`src/rtl/ram_arb_pkg.sv`:
```
// Shared constants and FSM encoding for the two-requester RAM port arbiter.
package ram_arb_pkg;

    localparam int unsigned NUM_REQ = 2;
    localparam int unsigned DEF_AW  = 5;
    localparam int unsigned DEF_DW  = 4;

    typedef logic [0:0] state_t;

    localparam state_t StIdle   = 1'b0;
    localparam state_t StAccess = 1'b1;

    function automatic logic [NUM_REQ-1:0] id_to_onehot(input logic id);
        return id ? 2'b10 : 2'b01;
    endfunction

endpackage

```
`src/rtl/ram_port_arbiter_rr_arb2.sv`:
```
// Two-way round-robin grant: on contention the requester not served last wins.
module rr_arb2
    import ram_arb_pkg::*;
(
    input  logic [NUM_REQ-1:0] req,
    input  logic               last,
    output logic [NUM_REQ-1:0] gnt
);

    always_comb begin
        gnt = req;
        if (req == 2'b11) begin
            gnt = last ? 2'b01 : 2'b10;
        end
    end

endmodule

```
`src/rtl/ram_port_arbiter.sv`:
```
// Shares the single read/write port of the inferred RAM between two requesters,
// one access per grant, returning read data to the owner two cycles after ready.
module ram_port_arbiter
    import ram_arb_pkg::*;
#(
    parameter int unsigned AW = DEF_AW,
    parameter int unsigned DW = DEF_DW
) (
    input  logic                  clk,
    input  logic                  rst_n,
    input  logic [NUM_REQ-1:0]    req_valid,
    input  logic [NUM_REQ-1:0]    req_we,
    input  logic [NUM_REQ*AW-1:0] req_addr,
    input  logic [NUM_REQ*DW-1:0] req_wdata,
    output logic [NUM_REQ-1:0]    req_ready,
    output logic [NUM_REQ-1:0]    rsp_valid,
    output logic [DW-1:0]         rsp_rdata,
    output logic                  ram_we,
    output logic [AW-1:0]         ram_a,
    output logic [DW-1:0]         ram_di,
    input  logic [DW-1:0]         ram_spo
);

    state_t               state_q, state_d;
    logic                 last_grant_q;
    logic                 cmd_we_q;
    logic                 cmd_id_q;
    logic [AW-1:0]        cmd_addr_q;
    logic [DW-1:0]        cmd_wdata_q;
    logic [NUM_REQ-1:0]   rsp_valid_q;
    logic [DW-1:0]        rsp_rdata_q;
    logic [NUM_REQ-1:0]   gnt;
    logic                 grant_id;
    logic                 accept;

    rr_arb2 u_rr_arb2 (
        .req  (req_valid),
        .last (last_grant_q),
        .gnt  (gnt)
    );

    assign grant_id = gnt[1];
    assign accept   = (state_q == StIdle) && (|req_valid);

    always_comb begin
        state_d   = state_q;
        req_ready = '0;
        unique case (state_q)
            StIdle: begin
                if (|req_valid) begin
                    req_ready = gnt;
                    state_d   = StAccess;
                end
            end
            StAccess: state_d = StIdle;
            default:  state_d = StIdle;
        endcase
    end

    always_ff @(posedge clk or negedge rst_n) begin
        if (!rst_n) begin
            state_q      <= StIdle;
            last_grant_q <= 1'b1;
            cmd_we_q     <= 1'b0;
            cmd_id_q     <= 1'b0;
            cmd_addr_q   <= '0;
            cmd_wdata_q  <= '0;
            rsp_valid_q  <= '0;
            rsp_rdata_q  <= '0;
        end else begin
            state_q     <= state_d;
            rsp_valid_q <= '0;
            if (accept) begin
                cmd_we_q    <= req_we[grant_id];
                cmd_id_q    <= grant_id;
                cmd_addr_q  <= req_addr[grant_id*AW +: AW];
                cmd_wdata_q <= req_wdata[grant_id*DW +: DW];
            end
            if (state_q == StAccess) begin
                last_grant_q <= cmd_id_q;
                if (!cmd_we_q) begin
                    // spo is the asynchronous read of ram_a, so it is valid this cycle
                    rsp_rdata_q <= ram_spo;
                    rsp_valid_q <= id_to_onehot(cmd_id_q);
                end
            end
        end
    end

    // ram_we follows the state register so an async reset aborts a write at once
    assign ram_we    = (state_q == StAccess) && cmd_we_q;
    assign ram_a     = cmd_addr_q;
    assign ram_di    = cmd_wdata_q;
    assign rsp_valid = rsp_valid_q;
    assign rsp_rdata = rsp_rdata_q;

endmodule

```
`config.mk`:
```
export PLATFORM = sky130hd
export DESIGN_NAME = ram_port_arbiter
export DESIGN_NICKNAME = d
export VERILOG_FILES = /design/src/rtl/ram_arb_pkg.sv /design/src/rtl/ram_port_arbiter_rr_arb2.sv /design/src/rtl/ram_port_arbiter.sv
export SDC_FILE = /design/constraint.sdc
export NUM_CORES = 1
export LEC_CHECK = 0
export BUFFER_PORTS_ARGS = -buffer_cell sky130_fd_sc_hd__buf_4
export CELL_PAD_IN_SITES_DETAIL_PLACEMENT = 0
export CELL_PAD_IN_SITES_GLOBAL_PLACEMENT = 2
export CORE_UTILIZATION = 30
export DETAILED_ROUTE_END_ITERATION = 8
export GPL_TIMING_DRIVEN = 0
export PLACE_DENSITY = 0.87
export SYNTH_ARGS = -nofsm -noshare
export SYNTH_HDL_FRONTEND = slang
export SYNTH_HIERARCHICAL = 1
export SYNTH_SLANG_ARGS = --single-unit
export TNS_END_PERCENT = 100
```
`constraint.sdc`:
```
create_clock -name clk -period 4.5 [get_ports clk]
set_clock_uncertainty 0.05 [all_clocks]
set_input_delay 0.45 -clock clk [delete_from_list [all_inputs] [get_ports clk]]
set_output_delay 0.45 -clock clk [all_outputs]
set_load 0.01 [all_outputs]
```
# Word level (Yosys, flattened, before mapping)
# Index checks and enable logic that the tools add are counted.
# W data, S select, Z words.
[word_totals] elab_cells=30 output_inout_bits=18 ff_bits=19 in_bits=28
[op_classes] n_eq_ne=1 muxes=11 order_cmp=1 n_shift=2 n_mul=1 reduce_logical=4 n_bitwise=2
[op_table] operator="$mux W2" n=7
[op_table] operator="$shiftx A10 B5 Y5" n=1
[op_table] operator="$shiftx A8 B4 Y4" n=1
[op_table] operator="$mul A1 B3 Y4 const B" n=1
[op_table] operator="$mux W1" n=3
[op_table] operator="$eq A2 B2 Y1 const B" n=1
[op_table] operator="$logic_and A1 B1 Y1" n=2
[op_table] operator="$lt A1 B2 Y1 const B" n=1
[op_table] operator="$not A1 Y1" n=2
[op_table] operator="$pmux W1 S2" n=1
[op_table] operator="$reduce_and A2 Y1" n=1
[op_table] operator="$reduce_or A2 Y1" n=1

# Depth between registers and ports, before layout
[logic_depth] depth_word=4 depth_mapped=4 ltp_nobuf=3

# Hierarchy
# The synthesis kept the hierarchy.
[modules_own_cells] module="ram_port_arbiter" n_inst=1 area_per_inst_um2=907.1 seq_area_each_um2=476.7 cells_each=54
[modules_own_cells] module="rr_arb2" n_inst=1 area_per_inst_um2=18.8 seq_area_each_um2=0.0 cells_each=3

# Worst setup path before layout
# No wires, ideal clock.
[synth_path] kind="in2reg" from="input port req_valid[1]" to="register cmd_we_q" n_path_buf=1 slack_ps=2781 stages=4 required_time_ps=4325 setup_time_ps=125 arrival_time_ps=1543 cell_sequence="a21boi_0 -> buf_6 -> mux2_4 -> mux2_4"
[synth_between] elab_chain_len=4 word_cells_on_any_way=6 cone_classes="eq/ne (1); mux (3); reduce/logical (2)"
[synth_rtl] element="start: declaration" line_no="ram_port_arbiter.sv:11" source="input logic [NUM_REQ-1:0] req_valid,"
[synth_rtl] element="$eq A2 B2 Y1" line_no="ram_port_arbiter_rr_arb2.sv:12" source="if (req == 2'b11) begin"
[synth_rtl] element="$mux W2" line_no="ram_port_arbiter_rr_arb2.sv:12"
[synth_rtl] element="$mux W1 (implied by the code) (2 in a row)" line_no="ram_port_arbiter.sv:74" source="cmd_we_q <= req_we[grant_id];"
[synth_rtl] element="end signal: assignment" line_no="ram_port_arbiter.sv:74"
[synth_rtl] element="end: declaration" line_no="ram_port_arbiter.sv:26" source="logic cmd_we_q;"
# Several ways; a longest one is shown, not always the timed one. The select of a mux whose other input is x is not followed.
# A chain may end at the register's enable or synchronous reset.

# Final worst setup path
[layout_path] from="register last_grant_q" to="output port req_ready[1]"
[layout_between] elab_chain_len=4
[layout_rtl] element="start: declaration" line_no="ram_port_arbiter.sv:25" source="logic last_grant_q;"
[layout_rtl] element="start signal: assignment" line_no="ram_port_arbiter.sv:80" source="last_grant_q <= cmd_id_q;"
[layout_rtl] element="$mux W2" line_no="ram_port_arbiter_rr_arb2.sv:13" source="gnt = last ? 2'b01 : 2'b10;"
[layout_rtl] element="$mux W2" line_no="ram_port_arbiter_rr_arb2.sv:12"
[layout_rtl] element="named net gnt[1]" line_no="ram_port_arbiter.sv:32" source="logic [NUM_REQ-1:0] gnt;"
[layout_rtl] element="$mux W2" line_no="ram_port_arbiter.sv:50" source="if (|req_valid) begin"
[layout_rtl] element="$mux W2" line_no="ram_port_arbiter.sv:48" source="unique case (state_q)"
[layout_rtl] element="end: declaration" line_no="ram_port_arbiter.sv:15" source="output logic [NUM_REQ-1:0] req_ready,"
# The timed path passes the listed nets, and every way through them passes these cells.

==> reports/metrics.cfg <==
[status]
status=complete, but fails checks
violations=design-rule violations

[synth]
syn_area_per_cell_um2=16.2
synth_cell_types=12
synth_nets=85
synth_cells=57
ys_seq_elements=19
ys.warnings.count=6
synth-seq-area-share_pct=51.5
synth_area_um2=926

[cts]
htree_levels=1
cts-root-buf=clkbuf_4
clockBufferDepth=2
path_clk_slew_ns=0.11
cts_buffers=3
tritoncts=built
worstSkewPairLatency_ns=0.29
cts.sinks=19

[die]
dieWidth_um=57.6
dieHeight_um=57.6
dieArea_um2=3310
rows=19
coreArea_um2=2830
floorplan.initialDensity_pct=32.7
io_pins=46

[power_and_ir_drop]
leakage_uw=0.000676
p_total_uw=548
p_per_area_nw_per_um2=409
ir_worst_vdd_uv=148

[placement]
gp_congestion=0.647
numPortBuffers=45
dpl.hpwl_um=1420
dp.cells=133

[job]
max_cap_violations=0

[critical_path]
reg2reg_from=last_grant_q
crit_fanout=10
crit_start=last_grant_q
crit_slowest_cell=dfstp_2
cp-end-kind=primary output
crit_chain=a21boi_0 -> buf_6 -> and2_2 -> buf_4
start_kind=flip-flop
crit_required_ns=4.00
slowest_delay_ns=0.39
cp.arrival_ns=1.59
crit_type=flip-flop to primary output

[cells_and_area]
synthToLayoutAreaGrowth_pct=44.7
drive_above_1_share_pct=74.8
nets=136
layout_common_cells=buf_4, dfrtp_1, mux2_4
n_fill_cell=252
diodes=0
final_cells=138
layout_commonest_cell=buf_4

[timing]
setup_viol=0
rsz0062_at_grt=no
maxSlewViolCount=0
worst_slew_margin_rel_pct=69.6
whs_ns=0.333
post-route-min-period_ns=2.09
tightest_slew_ns=0.452
hold_violations=0
max_freq_mhz=479
fin_setup_tns_ns=0
finalCritPeriodShare_pct=46.4

[routing]
ant_nets=0
dr.pass1.iters=5
remaining_drc_errors=4
post_drt_wl_per_cell_um=13.2
drt-initial-drc-count=10
vias_per_cell=4.59
vias=633
wirelength_um=1820

[global_routing]
grt_pass1_vias=690
grt_overflow=0
antenna_found_initial=0
grt_pass1_wl_um=3060
grt_max_degree=20
grt_util_all_layers_pct=12.4

[min_path]
hold_class=input port to flip-flop
worstHoldStart=ram_spo[1]

==> cells in the mapped netlist <==
master    count  share of area, %
and2_1        3               2.0
and2_2        1              0.81
mux2_4       16                26
mux2_2       10                12
inv_1         1              0.41
dfrtp_1      18                49
a21boi_0      1              0.81
buf_6         2               2.4
a21boi_1      1              0.81
o21ba_4       1               1.8
dfstp_2       1               2.8
nor2b_1       2               1.4
==> final cells by class <==
type	count	area, um2	share of cell area, %
clock inverters	1	5.00	0.373
inverters	1	3.75	0.280
repair buffers	46	348	26.0
flip-flops and latches	19	477	35.6
well taps	31	38.8	2.89
multi-input cells	35	423	31.6
clock buffers	3	22.5	1.68
plain buffers	2	22.5	1.68
==> timing repair <==
item / CTS / global route
setup buffers: 0 / 0
endpoints found under the hold margin: 18 / 0
hold buffers: 1 / 0
resized for setup: 0 / 0
==> layer usage <==
metal / vias to the layer above / wire [um] / track usage, %
met5: - / 0 / 0
li1: 300 / - / -
met2: 27 / 963 / 20.8
met3: 2 / 102 / 1.36
met1: 304 / 722 / 15.5
met4: 0 / 27 / 7.32
==> worst max-delay path: cells and delay by family (launching register included) <==
kind	cells	cell delay, ns
buffers and inverters	2	0.35
and+or+nand+nor	1	0.16
AOI/OAI and AO/OA	1	0.39
DFF	1	0.39
==> registers in the layout, summed over array words and instances, names as in the netlist <==
register and count:
ram_a 5, ram_di 4, rsp_rdata 4, rsp_valid 2, cmd_id_q 1, cmd_we_q 1
last_grant_q 1, state_q 1
==> where the power goes <==
part | leakage, uW | internal, uW | switching, uW
clock network | 0.0000177 | 33.0 | 49.0
registers | 0.000225 | 220 | 27.1
logic | 0.000433 | 142 | 76.6
==> stage by stage <==
step / worst slack (ns) / util [%] / cell area [um2]
after floorplan: 2.78 / - / 926
after global placement: 2.55 / 46.0 / 1300
after detailed placement: 2.54 / 46.0 / 1300
after CTS: 2.39 / 47.4 / 1340
after global routing: 2.24 / 47.4 / 1340
final: 2.41 / 47.4 / 1340
==> path summary, 6_finish.rpt <==
path                       slack [ns]  depth (start not counted)           end
setup / recovery                 2.41                          4  req_ready[1]
hold / removal                   0.33                          2  rsp_rdata[1]
setup reg to reg                 2.74                          4     ram_di[1]
hold reg to reg                  0.43                          1  rsp_valid[0]
max in group asynchronous        3.64                          2  last_grant_q
min in group asynchronous        0.50                          2  rsp_rdata[1]
==> cells by family (layout without fill, tap and decap cells) <==
family / after synthesis / in the layout / synth area share (%)
multiplexers: 26 / 26 / 38.1
AO/OA/AOI/OAI: 3 / 3 / 3.38
flip-flops: 19 / 19 / 51.5
buffers and inverters: 3 / 53 / 2.84
AND/OR/NAND/NOR: 6 / 6 / 4.19
Note: power is estimated with default switching activity, not from simulation.
